[src/rtl/cpu_types_pkg.sv]
// Shared RV32 decode types: opcodes, funct3 groups, ALU ops and the
// decoded bundle handed from the decode buffer to execute.
package cpu_types_pkg;

  typedef enum logic [6:0] {
    RTYPE  = 7'b0110011,
    ITYPE  = 7'b0010011,
    LOAD   = 7'b0000011,
    STORE  = 7'b0100011,
    BRANCH = 7'b1100011,
    JAL    = 7'b1101111,
    JALR   = 7'b1100111,
    LUI    = 7'b0110111,
    AUIPC  = 7'b0010111,
    ATOMIC = 7'b0101111,
    HALT   = 7'b1111111
  } opcode_t;

  typedef enum logic [2:0] {
    F3_ADD, F3_SLL, F3_SLT, F3_SLTU,
    F3_XOR, F3_SR, F3_OR, F3_AND
  } funct3_r_t;

  typedef enum logic [2:0] {
    BEQ  = 3'd0, BNE  = 3'd1,
    BLT  = 3'd4, BGE  = 3'd5,
    BLTU = 3'd6, BGEU = 3'd7
  } funct3_b_t;

  typedef enum logic [3:0] {
    ALU_ADD, ALU_SUB, ALU_SLL, ALU_SLT, ALU_SLTU,
    ALU_XOR, ALU_SRL, ALU_SRA, ALU_OR, ALU_AND
  } aluop_t;

  typedef enum logic {RUN, HALTED} intake_t;

  // rdSel: writeback source for rd
  localparam logic [2:0] RD_ALU   = 3'd0;
  localparam logic [2:0] RD_MEM   = 3'd1;
  localparam logic [2:0] RD_PC4   = 3'd2;
  localparam logic [2:0] RD_IMM   = 3'd3;
  localparam logic [2:0] RD_AUIPC = 3'd4;

  localparam logic [2:0] F3_WORD = 3'b010;
  localparam logic [4:0] AMO_LR  = 5'b00010;
  localparam logic [4:0] AMO_SC  = 5'b00011;

  typedef struct packed {
    logic [4:0]  rs1;
    logic [4:0]  rs2;
    logic [4:0]  rd;
    logic [31:0] imm;
    aluop_t      aluOp;
    logic        regWr;
    logic        aluSrc;
    logic        dREN;
    logic        dWEN;
    logic        pcSrc;
    logic [2:0]  rdSel;
    logic        jpSel;
    logic        shift;
    logic        isBranch;
    logic        atomic;
    logic        halt;
    logic        illegal;
  } decoded_instr_t;

  function automatic logic [31:0] imm_i(logic [31:0] i);
    return {{20{i[31]}}, i[31:20]};
  endfunction

  function automatic logic [31:0] imm_s(logic [31:0] i);
    return {{20{i[31]}}, i[31:25], i[11:7]};
  endfunction

  function automatic logic [31:0] imm_b(logic [31:0] i);
    return {{19{i[31]}}, i[31], i[7], i[30:25], i[11:8], 1'b0};
  endfunction

  function automatic logic [31:0] imm_u(logic [31:0] i);
    return {i[31:12], 12'b0};
  endfunction

  function automatic logic [31:0] imm_j(logic [31:0] i);
    return {{11{i[31]}}, i[31], i[19:12], i[20], i[30:21], 1'b0};
  endfunction

endpackage

[src/rtl/decode_core.sv]
// Combinational RV32I (+ optional LR.W/SC.W) decoder producing the
// control bundle for the head of the decode buffer.
module decode_core
  import cpu_types_pkg::*;
#(
  parameter int ATOMIC_EN = 0
) (
  input  logic [31:0]    instr,
  output decoded_instr_t ctrl
);

  logic [6:0] op;
  logic [6:0] f7;
  logic [2:0] f3;
  logic [4:0] f5;
  logic       sh;
  logic       amo_ok;
  aluop_t     f3op;

  assign op = instr[6:0];
  assign f3 = instr[14:12];
  assign f7 = instr[31:25];
  assign f5 = instr[31:27];
  assign sh = (f3 == F3_SLL) || (f3 == F3_SR);
  assign amo_ok = (ATOMIC_EN != 0) && (f3 == F3_WORD);

  // funct7 bit 5 picks SRA for both R and I shifts
  always_comb begin
    f3op = ALU_ADD;
    case (f3)
      F3_SLL:  f3op = ALU_SLL;
      F3_SLT:  f3op = ALU_SLT;
      F3_SLTU: f3op = ALU_SLTU;
      F3_XOR:  f3op = ALU_XOR;
      F3_SR:   f3op = (f7 == 7'h20) ? ALU_SRA : ALU_SRL;
      F3_OR:   f3op = ALU_OR;
      F3_AND:  f3op = ALU_AND;
      default: f3op = ALU_ADD;
    endcase
  end

  always_comb begin
    ctrl       = '0;
    ctrl.rs1   = instr[19:15];
    ctrl.rs2   = instr[24:20];
    ctrl.rd    = instr[11:7];
    ctrl.aluOp = ALU_ADD;
    unique case (1'b1)
      op == RTYPE: begin
        if (f7 == 7'h00 || f7 == 7'h20) begin
          ctrl.regWr = 1'b1;
          ctrl.shift = sh;
          ctrl.aluOp = (f3 == F3_ADD && f7 == 7'h20) ? ALU_SUB : f3op;
        end else begin
          ctrl.illegal = 1'b1;
        end
      end
      op == ITYPE: begin
        ctrl.regWr  = 1'b1;
        ctrl.aluSrc = 1'b1;
        ctrl.imm    = imm_i(instr);
        ctrl.shift  = sh;
        ctrl.aluOp  = f3op;
      end
      op == LOAD: begin
        ctrl.regWr  = 1'b1;
        ctrl.aluSrc = 1'b1;
        ctrl.dREN   = 1'b1;
        ctrl.rdSel  = RD_MEM;
        ctrl.imm    = imm_i(instr);
      end
      op == STORE: begin
        ctrl.dWEN   = 1'b1;
        ctrl.aluSrc = 1'b1;
        ctrl.imm    = imm_s(instr);
      end
      op == BRANCH: begin
        ctrl.isBranch = 1'b1;
        ctrl.imm      = imm_b(instr);
        ctrl.aluOp    = (f3 == BLT || f3 == BGE) ? ALU_SLT :
                        (f3 == BLTU || f3 == BGEU) ? ALU_SLTU :
                        ALU_SUB;
      end
      op == JAL: begin
        ctrl.regWr = 1'b1;
        ctrl.pcSrc = 1'b1;
        ctrl.rdSel = RD_PC4;
        ctrl.imm   = imm_j(instr);
      end
      op == JALR: begin
        ctrl.regWr  = 1'b1;
        ctrl.pcSrc  = 1'b1;
        ctrl.jpSel  = 1'b1;
        ctrl.aluSrc = 1'b1;
        ctrl.rdSel  = RD_PC4;
        ctrl.imm    = imm_i(instr);
      end
      op == LUI: begin
        ctrl.regWr = 1'b1;
        ctrl.rdSel = RD_IMM;
        ctrl.imm   = imm_u(instr);
      end
      op == AUIPC: begin
        ctrl.regWr = 1'b1;
        ctrl.rdSel = RD_AUIPC;
        ctrl.imm   = imm_u(instr);
      end
      op == ATOMIC: begin
        // address is rs1 + 0, so imm stays zero
        if (amo_ok && f5 == AMO_LR) begin
          ctrl.regWr  = 1'b1;
          ctrl.aluSrc = 1'b1;
          ctrl.dREN   = 1'b1;
          ctrl.atomic = 1'b1;
          ctrl.rdSel  = RD_MEM;
        end else if (amo_ok && f5 == AMO_SC) begin
          ctrl.regWr  = 1'b1;
          ctrl.aluSrc = 1'b1;
          ctrl.dWEN   = 1'b1;
          ctrl.atomic = 1'b1;
          ctrl.rdSel  = RD_MEM;
        end else begin
          ctrl.illegal = 1'b1;
        end
      end
      op == HALT: ctrl.halt = 1'b1;
      default: ctrl.illegal = 1'b1;
    endcase
  end

endmodule

[src/rtl/decode_buffer.sv]
// Instruction queue between fetch and execute: decodes the head entry,
// locks intake after HALT until a flush or reset.
module decode_buffer
  import cpu_types_pkg::*;
#(
  parameter int DEPTH     = 4,
  parameter int ATOMIC_EN = 0
) (
  input  logic                   CLK,
  input  logic                   RST,
  input  logic                   flush,
  input  logic                   f_valid,
  input  logic [31:0]            f_instr,
  input  logic [31:0]            f_pc,
  output logic                   f_ready,
  output logic                   d_valid,
  input  logic                   d_ready,
  output logic [31:0]            d_pc,
  output decoded_instr_t         d_ctrl,
  output logic [$clog2(DEPTH):0] count,
  output logic                   halted
);

  localparam int AW = $clog2(DEPTH);
  localparam logic [AW:0]   FULL = (AW+1)'(DEPTH);
  localparam logic [AW:0]   CONE = (AW+1)'(1);
  localparam logic [AW-1:0] PONE = AW'(1);

  logic [31:0]    mem_instr [DEPTH];
  logic [31:0]    mem_pc    [DEPTH];
  logic [AW-1:0]  wr_ptr;
  logic [AW-1:0]  rd_ptr;
  logic           push;
  logic           pop;
  intake_t        state;
  intake_t        state_n;
  decoded_instr_t dec;

  assign halted  = (state == HALTED);
  assign f_ready = (count != FULL) && !halted;
  assign d_valid = (count != '0);
  assign push    = f_valid && f_ready;
  assign pop     = d_valid && d_ready;

  always_ff @(posedge CLK or posedge RST) begin
    if (RST) begin
      wr_ptr <= '0;
      rd_ptr <= '0;
      count  <= '0;
    end else if (flush) begin
      wr_ptr <= '0;
      rd_ptr <= '0;
      count  <= '0;
    end else begin
      if (push) wr_ptr <= wr_ptr + PONE;
      if (pop)  rd_ptr <= rd_ptr + PONE;
      case ({push, pop})
        2'b10:   count <= count + CONE;
        2'b01:   count <= count - CONE;
        default: count <= count;
      endcase
    end
  end

  // storage needs no reset: nothing reads an entry count does not cover
  always_ff @(posedge CLK) begin
    if (push && !flush) begin
      mem_instr[wr_ptr] <= f_instr;
      mem_pc[wr_ptr]    <= f_pc;
    end
  end

  always_ff @(posedge CLK or posedge RST) begin
    if (RST) state <= RUN;
    else     state <= state_n;
  end

  always_comb begin
    state_n = state;
    if (flush) begin
      state_n = RUN;
    end else if (state == RUN && push && f_instr[6:0] == HALT) begin
      state_n = HALTED;
    end
  end

  decode_core #(
    .ATOMIC_EN(ATOMIC_EN)
  ) u_dec (
    .instr(mem_instr[rd_ptr]),
    .ctrl (dec)
  );

  assign d_ctrl = d_valid ? dec : '0;
  assign d_pc   = d_valid ? mem_pc[rd_ptr] : '0;

endmodule

[config.mk]
export PLATFORM = sky130hd
export DESIGN_NAME = decode_buffer
export DESIGN_NICKNAME = d
export VERILOG_FILES = /design/src/rtl/cpu_types_pkg.sv /design/src/rtl/decode_core.sv /design/src/rtl/decode_buffer.sv
export SDC_FILE = /design/constraint.sdc
export NUM_CORES = 1
export LEC_CHECK = 0
export ABC_AREA = 1
export CORE_ASPECT_RATIO = 0.9
export CORE_MARGIN = 2
export CORE_UTILIZATION = 60
export CTS_BUF_LIST = sky130_fd_sc_hd__clkbuf_2
export DETAILED_ROUTE_END_ITERATION = 7
export PLACE_DENSITY = 0.84
export SYNTH_ARGS = -nofsm -noshare
export SYNTH_HDL_FRONTEND = slang
export SYNTH_SLANG_ARGS = --single-unit
[constraint.sdc]
create_clock -name CLK -period 12.8 [get_ports CLK]
set_input_delay 3.2 -clock CLK [delete_from_list [all_inputs] [get_ports CLK]]
set_output_delay 3.2 -clock CLK [all_outputs]
set_load 0.02 [all_outputs]
==> impl_metrics.csv, run 1 <==
group,metric,value,unit
floorplan,rows,47,
routing,antenna_left,0,
sta,period_minus_slack,7.812,ns
placement,place_congestion,0.9981,
sta,fin_skew,0.02051,ns
floorplan,die_h,134.5,µm
floorplan,die-area,0.02004,mm²
floorplan,ios,172,
setup_path,start_kind,"flop",
setup_path,regToRegSetupSlack,9.86,ns
sta,rsz0062_at_grt,"no",
setup_path,crit_path_max_incr_delay,0.79,ns
sta,slew_viol_final,0,
power,ir_worst_vdd,135.5,µV
sta,hold_viol,0,
routing,wl_per_cell,16.92,µm
sta,worst_pin_slew,0.9261,ns
job,maxCapViolations,0,
placement,portBuffers,170,
routing,drt-total-wl,25.39,mm
grt,grt_max_degree,82,
yosys,synth_cell_types,36,
cells_and_area,final_common_cell,"edfxtp_1",
setup_path,end_kind,"primary output",
clock_tree,htree_num_levels,2,
clock_tree,path_clk_slew,0.10,ns
grt,gr-total-overflow,0,
grt,grt_pass1_wl,39.61,mm
setup_path,cp_common_cell,"nand2_1",
sta,setup_violations,0,
clock_tree,postCtsResizedCells,0,
setup_path,critical_path_required,9.60,ns
setup_path,crit_buf_inv,5,
grt,grt_pass1_vias,7992,
cells_and_area,nNetsFinal,1289,
yosys,synth.net_count,1103,
clock_tree,numCtsBuffers,60,
routing,dr.first_iter.drc_count,669,
setup_path,crit_arrival,4.61,ns
floorplan,die_w,149.0,µm
sta,fin_tns_setup,0,ns
yosys,ys_seq_area_share,69.48,%
clock_tree,cts_tree,"yes",
yosys,avgSynthCellArea,11.03,µm²
yosys,synthesis.area,0.01135,mm²
cells_and_area,post-route-cell-area,0.01370,mm²
clock_tree,cts_sinks,264,
clock_tree,cts.hold.buffers_added,0,
sta,slew_headroom,38.26,%
power,powerDensity,173.3,mW/mm²
clock_tree,clk_latency,0.82,ns
cells_and_area,drive_gt1_share,11.00,%
routing,drcViolationCount,0,
floorplan,core-area,0.01847,mm²
setup_path,critPathKind,"reg2out",
setup_path,cp_slowest_cell,"dfrtp_4",
sta,setup_slack,4.988,ns
sta,fmax,128.0,MHz
power,leakagePower,5.175,nW
yosys,synth-seq-cells,264,
placement,placed_cell_area,0.01317,mm²
min_path,hold_class,"reg2reg",
sta,post-route-period-util,61.03,%
yosys,yosys_warnings,0,
setup_path,path_max_fanout,80,
cells_and_area,layout_common_cells,"256 x edfxtp_1, 205 x nand2_1, 189 x nor2_1, 170 x clkdlybuf4s50_1, 89 x clkbuf_2",
yosys,post_synth_inst_count,1029,
clock_tree,clockBufferDepth,3,
grt,antenna_found_initial,2,
routing,vias_per_cell,5.449,
setup_path,crit_family,"buffers and inverters",
grt,track_usage,25.47,%
placement,place_ws,5.896,ns
placement,hpwl,15.43,mm
routing,num_vias,8179,
setup_path,crit_path_cell_trace,"clkinv_2 -> buf_4 -> nand2_1 -> nand3_1 -> nand2_1 -> nand2_1 -> inv_1 -> nand2_1 -> nor2_1 -> nand2_1 -> nand2_2 -> nand2_1 -> nand3_1 -> nand2_1 -> inv_1 -> clkdlybuf4s50_1",
clock_tree,cts_setup_buffers,0,
clock_tree,root_buffer,"clkbuf_2",
cells_and_area,area_growth,20.71,%
status,status,"completed",
floorplan,initial_core_util,61.48,%
routing,first_pass_iters,5,
-- per-stage QoR --
| stage | util, % | hold WS [ns] | std cells | total power [mW] |
|---|---|---|---|---|
| floorplan | - | 0.5794 | 1029 | 1.550 |
| global placement | 71.34 | 0.5163 | 1398 | 1.874 |
| detailed placement | 71.34 | 0.5323 | 1398 | 1.884 |
| CTS | 74.18 | 0.5457 | 1499 | 2.388 |
| global route | 74.21 | 0.5899 | 1501 | 2.506 |
| finish | 74.21 | 0.5425 | 1501 | 2.375 |
-- layout make-up --
| cell class | instances | area (µm²) |
|---|---|---|
| well taps | 245 | 306.5 |
| clock buffers | 89 | 445.4 |
| multi-input cells | 651 | 2984 |
| clock inverters | 12 | 78.83 |
| repair buffers | 178 | 1762 |
| inverters | 60 | 229.0 |
| fillers | 1255 | 4762 |
| flip-flops and latches | 264 | 7893 |
| diodes | 2 | 5.005 |
-- flip-flops by register name, indices dropped and copies added, names as in the netlist --
signal     count
mem_pc       128
wr_ptr         2
count          3
halted         1
mem_instr    128
rd_ptr         2
-- power breakdown --
group	internal, mW	switching (mW)
Sequential	0.996	0.0281
Combinational	0.306	0.540
Clock	0.204	0.301
-- final timing paths --
check | startpoint | end | cells past startpoint
worst max-delay path | rd_ptr[0] | d_ctrl[14] | 16
min in group asynchronous | RST | count[0] | 2
max in group asynchronous | RST | rd_ptr[0] | 2
worst min register to register | halted | halted | 2
worst max register to register | count[0] | mem_instr[2][8] | 7
worst min-delay path | halted | halted | 2
-- worst reg2reg max path: stages (launching register included) --
cell and delay (ns):
dfrtp_1 0.44, inv_1 0.10, a31oi_1 0.21, nand2_1 0.16, inv_1 0.13, nand2_1 0.23
nor2_4 0.59, buf_4 0.67
-- kinds of logic (layout without fill, tap and decap cells) --
group | after synthesis | in the layout | share of synthesized area, %
other | 1 | 3 | 0.03303
buffers and inverters | 114 | 339 | 4.541
adders and majority gates | 5 | 5 | 0.6172
DFF | 264 | 264 | 69.48
AOI/OAI and AO/OA | 164 | 164 | 7.825
and+or+nand+nor | 479 | 479 | 17.35
xor gates and xnor gates | 2 | 2 | 0.1543
-- cell usage after synthesis --
master | n | area, µm²
edfxtp_1 | 256 | 7687
nand2_1 | 205 | 769.5
nor2_1 | 193 | 724.4
o21ai_0 | 75 | 375.4
a21oi_1 | 68 | 340.3
nand3_1 | 52 | 260.3
inv_1 | 49 | 183.9
buf_2 | 20 | 100.1
clkbuf_1 | 17 | 63.81
a32oi_1 | 9 | 78.83
inv_2 | 9 | 33.78
dfrtp_1 | 8 | 200.2
nand2_2 | 7 | 43.79
buf_1 | 6 | 22.52
buf_4 | 6 | 45.04
a32o_1 | 5 | 50.05
buf_6 | 5 | 56.30
nor3_1 | 5 | 25.02
or2_0 | 5 | 31.28
ha_1 | 4 | 50.05
nand3_2 | 4 | 40.04
nor2_4 | 4 | 45.04
a31oi_1 | 2 | 12.51
o21ai_1 | 2 | 10.01
o22ai_1 | 2 | 12.51
clkinv_1 | 1 | 3.750
conb_1 | 1 | 3.750
fa_1 | 1 | 20.02
inv_4 | 1 | 6.260
nand2_4 | 1 | 11.26
nand4_1 | 1 | 6.260
nor2_2 | 1 | 6.260
o21ai_2 | 1 | 8.760
or2_1 | 1 | 6.260
xnor2_1 | 1 | 8.760
xor2_1 | 1 | 8.760
-- metal layers --
metal	GRT usage, %	wire (µm)	vias up
met3	5.608	2437	53
met2	42.42	12260	379
met4	9.947	634	0
li1	-	-	3929
met5	0	0	-
met1	33.11	10060	3818
(Power assumes the default switching activity.)
==> run 2: changes to the inputs <==
Settings changed: CORE_UTILIZATION 60 to 56, PLACE_DENSITY 0.84 to 0.79.
Clock period 12.8 ns to 7.8 ns, I/O delays scaled along.
==> run 2 against run 1 <==
  * Sequential share of layout area shrank 0.053 points
  * Register-to-register slack lost 5.1 ns
  * Via count shrank 0.24%
  * Critical endpoint is now d_ctrl[48]
==> impl_metrics.csv, run 2 (synthesis gave the netlist of run 1 again) <==
group,metric,value,unit
setup_path,path_max_fanout,66,
sta,setup_violations,0,
setup_path,crit_path_max_incr_delay,0.90,ns
clock_tree,cts_tree,"yes",
grt,grt_pass1_vias,8246,
routing,vias_per_cell,5.378,
cells_and_area,final_common_cell,"edfxtp_1",
grt,grt_max_degree,82,
power,powerDensity,284.4,mW/mm²
clock_tree,htree_num_levels,3,
setup_path,critical_path_required,5.85,ns
cells_and_area,area_growth,20.82,%
placement,placed_cell_area,0.01319,mm²
setup_path,start_kind,"flop",
status,status,"completed",
floorplan,die-area,0.02143,mm²
clock_tree,cts_setup_buffers,0,
power,p_clk_share,21.1,%
power,ir_worst_vdd,191.0,µV
cells_and_area,drive_gt1_share,11.18,%
grt,track_usage,24.27,%
sta,worst_pin_slew,0.9798,ns
cells_and_area,post-route-cell-area,0.01372,mm²
sta,slew_viol_final,0,
clock_tree,clk_latency,0.77,ns
sta,fin_tns_setup,0,ns
setup_path,cp_slowest_cell,"clkinv_2",
clock_tree,path_clk_slew,0.09,ns
power,p_sw_share,36.95,%
routing,antenna_left,0,
sta,fmax,148.4,MHz
grt,grt_util_met1,31.38,%
sta,rsz0062_at_grt,"no",
sta,slew_headroom,34.68,%
clock_tree,numCtsBuffers,66,
floorplan,initial_core_util,56.97,%
clock_tree,cts.hold.buffers_added,0,
power,power.internal,2.459,mW
floorplan,ios,172,
sta,post-route-period-util,86.40,%
routing,wl_per_cell,16.82,µm
placement,hpwl,15.22,mm
clock_tree,cts_sinks,264,
grt,gr-total-overflow,0,
placement,place_ws,1.885,ns
setup_path,cp_common_cell,"nand2_1",
floorplan,die_h,139.1,µm
cells_and_area,layout_common_cells,"256 x edfxtp_1, 205 x nand2_1, 189 x nor2_1, 170 x clkdlybuf4s50_1, 94 x clkbuf_2",
setup_path,crit_buf_inv,3,
setup_path,crit_arrival,4.79,ns
clock_tree,root_buffer,"clkbuf_2",
grt,busiest_layer,"met2",
setup_path,end_kind,"primary output",
cells_and_area,top_regs,"mem_instr x128, mem_pc x128, count x3",
job,maxCapViolations,0,
power,comb_power_share,35.6,%
min_path,hold_class,"reg2reg",
floorplan,rows,49,
routing,drcViolationCount,0,
sta,setup_slack,1.061,ns
setup_path,crit_path_cell_trace,"clkinv_2 -> nand2_1 -> nand3_1 -> nand2_1 -> nand2_1 -> nor2_4 -> nand2_1 -> nand2_2 -> nor2_4 -> nand2_2 -> nand2_2 -> nand2_1 -> nand2_1 -> inv_1 -> clkdlybuf4s50_1",
sta,period_minus_slack,6.739,ns
grt,met2_usage,39.16,%
routing,num_vias,8159,
power,fin_total_pwr,3.901,mW
setup_path,crit_family,"buffers and inverters",
routing,first_pass_iters,7,
cells_and_area,nNetsFinal,1296,
power,power_frac_seq,43.3,%
floorplan,die_w,154.1,µm
clock_tree,clockBufferDepth,3,
sta,holdWs,0.5547,ns
routing,drt-total-wl,25.51,mm
grt,antenna_found_initial,1,
grt,grt_pass1_wl,40.74,mm
clock_tree,postCtsResizedCells,0,
sta,fin_skew,0.02945,ns
power,power_switching,1.442,mW
setup_path,critPathKind,"reg2out",
floorplan,core-area,0.01993,mm²
sta,hold_viol,0,
power,leakagePower,5.189,nW
placement,place_congestion,0.9635,
grt,grt.met3_usage,6.875,%
routing,dr.first_iter.drc_count,819,
placement,portBuffers,170,
run 2: cell count changes in the layout (fill, tap and decap cells not counted), sizes merged:
cell,previous run,this run
buf,8,9
bufinv,1,0
clkbuf,89,94
clkinv,11,12
clkinvlp,1,0
diode,2,1
inv,59,61
run 2: path summary, 6_finish.rpt:
path / startpoint / end / slack, ns / depth (start not counted)
min reg2reg: halted / halted / 0.55 / 2
min in group asynchronous: RST / count[1] / 1.43 / 2
max: rd_ptr[0] / d_ctrl[48] / 1.06 / 15
min: halted / halted / 0.55 / 2
max in group asynchronous: RST / rd_ptr[0] / 6.09 / 2
max reg2reg: count[0] / mem_instr[1][31] / 4.72 / 7
run 2: layer usage:
layer / vias to the layer above / wire (µm)
met5: - / 0
met4: 0 / 568
met3: 47 / 2195
met2: 378 / 12300
met1: 3779 / 10450
li1: 3955 / -
run 2: stage by stage:
step / utilization (%) / cells
after floorplan: - / 1029
after global placement: 66.22 / 1409
after detailed placement: 66.22 / 1409
after CTS: 68.82 / 1516
after global routing: 68.82 / 1516
final: 68.84 / 1517
run 2: power groups by stage:
stage,sequential [mW],combinational [mW],clock [mW]
final,1.69,1.39,0.824
after global routing,1.70,1.51,0.916
after CTS,1.69,1.39,0.849
after detailed placement,1.72,1.38,0
after global placement,1.72,1.37,0
after floorplan,1.70,0.844,0
run 2: worst reg2reg max path, delay by kind of cell, from the launching register on:
family	cells	cell delay, ns
and+or+nand+nor	3	1.15
DFF	1	0.45
buffers and inverters	3	0.87
AOI/OAI and AO/OA	1	0.23
run 2: cell type report:
class	count	area (µm²)
repair buffers	179	1769
clock buffers	94	470.5
inverters	60	229.0
diodes	1	2.502
multi-input cells	651	2984
fillers	1427	6210
flip-flops and latches	264	7893
well taps	255	319.1
clock inverters	13	48.80
==> run 3: changes to the inputs <==
Settings changed: SYNTH_HIERARCHICAL set to 1.
==> run 3 against run 2 <==
  * Worst setup slack lost 0.086 ns
  * Clock skew grew 0.033 ns
  * Sequential power is essentially flat
  * Critical path depth shrank 2
  * Via count grew 3.2%
  * Cell count grew 3.3%
  * Synthesized cell count grew 5.6%
  * Count of clock-buffer cells in the layout is the same
  * Critical path type unchanged
  * Largest cell class unchanged
==> impl_metrics.csv, run 3 <==
group,metric,value,unit
grt,antenna_found_initial,0,
clock_tree,htree_num_levels,3,
yosys,synthesis.area,0.01166,mm²
floorplan,die-area,0.02199,mm²
power,p_clk_share,22.3,%
cells_and_area,layout.cells.non_filler,1567,
yosys,synth_top_area_share,65.94,%
cells_and_area,fillers,1543,
grt,grt_max_degree,116,
clock_tree,cts.hold.buffers_added,0,
setup_path,critPathKind,"reg2out",
floorplan,die_h,140.9,µm
yosys,ys_top_cells_by_count,"291 x nor2_1, 256 x edfxtp_1, 135 x o21ai_0, 102 x inv_1, 84 x nand2_1",
power,fin_total_pwr,4.221,mW
placement,place_congestion,0.8862,
placement,hpwl,16.09,mm
clock_tree,cts_sinks,264,
routing,drcViolationCount,0,
power,power_switching,1.614,mW
sta,hold_viol,0,
grt,grt_pass1_wl,41.91,mm
routing,first_pass_iters,5,
min_path,worstHoldStart,"wr_ptr[0]",
routing,vias_per_cell,5.372,
setup_path,start_kind,"flop",
setup_path,r2r_end,"mem_instr[0][11]",
power,comb_power_share,38.0,%
min_path,hold_class,"reg2reg",
grt,grt_pass1_vias,8345,
clock_tree,clockBufferDepth,3,
routing,wl_per_cell,16.90,µm
clock_tree,cts_setup_buffers,0,
floorplan,core-area,0.02058,mm²
sta,setup_slack,0.9748,ns
sta,worst_pin_slew,1.187,ns
power,p_sw_share,38.24,%
grt,gr-total-overflow,0,
cells_and_area,nNetsFinal,1336,
setup_path,critical_path_required,5.85,ns
floorplan,die_w,156.1,µm
yosys,synth-seq-cells,264,
min_path,hold_path_end,"wr_ptr[0]",
setup_path,end_kind,"primary output",
setup_path,crit_arrival,4.88,ns
yosys,ys_seq_area_share,67.65,%
sta,post-route-period-util,87.50,%
min_path,holdPathStages,1,
cells_and_area,top_regs,"mem_instr x128, mem_pc x128, count x3",
grt,track_usage,24.44,%
yosys,synth.net_count,1161,
sta,rsz0062_at_grt,"no",
clock_tree,clk_latency,0.81,ns
placement,dp_cells,1454,
floorplan,initial_core_util,56.64,%
sta,holdWs,0.5683,ns
clock_tree,root_buffer,"clkbuf_2",
cells_and_area,area_growth,19.63,%
floorplan,rows,50,
setup_path,regToRegSetupSlack,4.77,ns
sta,slew_headroom,20.84,%
setup_path,reg2reg_from,"count[0]",
routing,drt-total-wl,26.48,mm
clock_tree,path_clk_slew,0.10,ns
job,maxCapViolations,0,
placement,place_ws,1.760,ns
setup_path,r2r_cells,5,
yosys,synth_edf_count,256,
yosys,synth_cell_types,34,
cells_and_area,layout_common_cells,"287 x nor2_1, 256 x edfxtp_1, 170 x clkdlybuf4s50_1, 135 x o21ai_0, 101 x inv_1",
power,power_frac_seq,39.7,%
yosys,avgSynthCellArea,10.73,µm²
yosys,synth-async-reset-ratio,3.030,%
status,status,"completed",
routing,antenna_left,0,
clock_tree,cts_tree,"yes",
clock_tree,numCtsBuffers,66,
sta,fin_tns_setup,0,ns
cells_and_area,multiInputGateArea,0.002929,mm²
routing,dr.first_iter.drc_count,689,
yosys,yosysMostFrequentCell,"nor2_1",
sta,fin_skew,0.06195,ns
sta,fmax,146.5,MHz
placement,portBuffers,170,
yosys,synth_area_leader_cell,"edfxtp_1",
yosys,synth.area.top_cells,"edfxtp_1 66%, nor2_1 9.4%, o21ai_0 5.8%, inv_1 3.3%, nand2_1 2.7%",
cells_and_area,area.sequential,0.007893,mm²
yosys,synthFlopType,"edfxtp_1",
sta,slew_viol_final,0,
cells_and_area,drive_gt1_share,10.33,%
floorplan,ios,172,
clock_tree,postCtsResizedCells,0,
sta,setup_violations,0,
yosys,yosys_warnings,6,
power,powerDensity,302.7,mW/mm²
power,power.internal,2.607,mW
sta,period_minus_slack,6.825,ns
power,ir_worst_vdd,225.6,µV
setup_path,path_max_fanout,115,
yosys,post_synth_inst_count,1087,
routing,num_vias,8418,
power,leakagePower,5.148,nW
cells_and_area,final_common_cell,"nor2_1",
cells_and_area,diodes,0,
run 3: cell count changes after synthesis, moves of 6 or more:
| cell | change |
|---|---|
| a21oi_1 | -34 |
| buf_4 | +16 |
| o21ai_0 | +60 |
| nor2_1 | +98 |
| o22ai_1 | +30 |
| nand3_1 | -21 |
| a32oi_1 | -9 |
| nand2_1 | -121 |
| inv_1 | +53 |
| nand4_1 | +6 |
| buf_6 | +7 |
run 3: cell type report:
| type | instances | area share, % |
|---|---|---|
| well taps | 260 | 2.332 |
| flip-flops and latches | 264 | 56.59 |
| clock buffers | 94 | 3.373 |
| clock inverters | 19 | 1.077 |
| multi-input cells | 643 | 21.00 |
| inverters | 107 | 2.889 |
| repair buffers | 180 | 12.74 |
run 3: power by group through the flow:
| stage | Clock, mW | Sequential (mW) | Combinational (mW) |
|---|---|---|---|
| final | 0.941 | 1.68 | 1.60 |
| after global routing | 1.04 | 1.68 | 1.75 |
| after CTS | 0.962 | 1.67 | 1.61 |
| after detailed placement | 0 | 1.71 | 1.60 |
| after global placement | 0 | 1.70 | 1.57 |
| after floorplan | 0 | 1.70 | 1.09 |
run 3: per-stage QoR:
step	utilization, %	cell area (µm²)
floorplan	-	11660
global placement	64.75	13330
detailed placement	64.75	13330
CTS	67.76	13950
global route	67.76	13950
finish	67.76	13950
run 3: worst max path at each step:
stage,endpoint,slack [ns],startpoint
global route,d_ctrl[35],0.49,rd_ptr[0]
CTS,d_ctrl[31],0.91,rd_ptr[0]
floorplan,mem_instr[0][0],2.43,flush
global placement,d_ctrl[31],1.94,rd_ptr[0]
detailed placement,d_ctrl[31],1.76,rd_ptr[0]
finish,d_ctrl[31],0.97,rd_ptr[0]
run 3: metal layers:
metal / global-route usage (%) / share of wire (%) / vias to the layer above
li1: - / - / 4063
met4: 8.836 / 2.1 / 0
met3: 6.056 / 8.8 / 47
met1: 32.32 / 42 / 3928
met5: 0 / 0 / -
met2: 39.78 / 47 / 380
run 3: worst max-delay path: stages, from the launching register on:
cell	delay (ns)
dfrtp_4	0.53
buf_4	0.91
o21ai_0	0.22
o22ai_1	0.38
inv_2	0.10
nor2_4	0.14
nand2_1	0.10
a21oi_2	0.46
or2_1	0.33
nand2_1	0.08
nand2_1	0.09
inv_1	0.05
nor2_1	0.09
clkdlybuf4s50_1	0.61
run 3: cell families (layout without fill, tap and decap cells):
family / count (synthesis) / after routing / synth area share [%]
simple gates: 428 / 428 / 14.71
fa+ha+maj: 5 / 5 / 0.6010
other cells: 1 / 1 / 0.03216
xor+xnor: 1 / 1 / 0.07514
flops: 264 / 264 / 67.65
compound gates: 208 / 208 / 9.444
buf+inv: 180 / 400 / 7.480
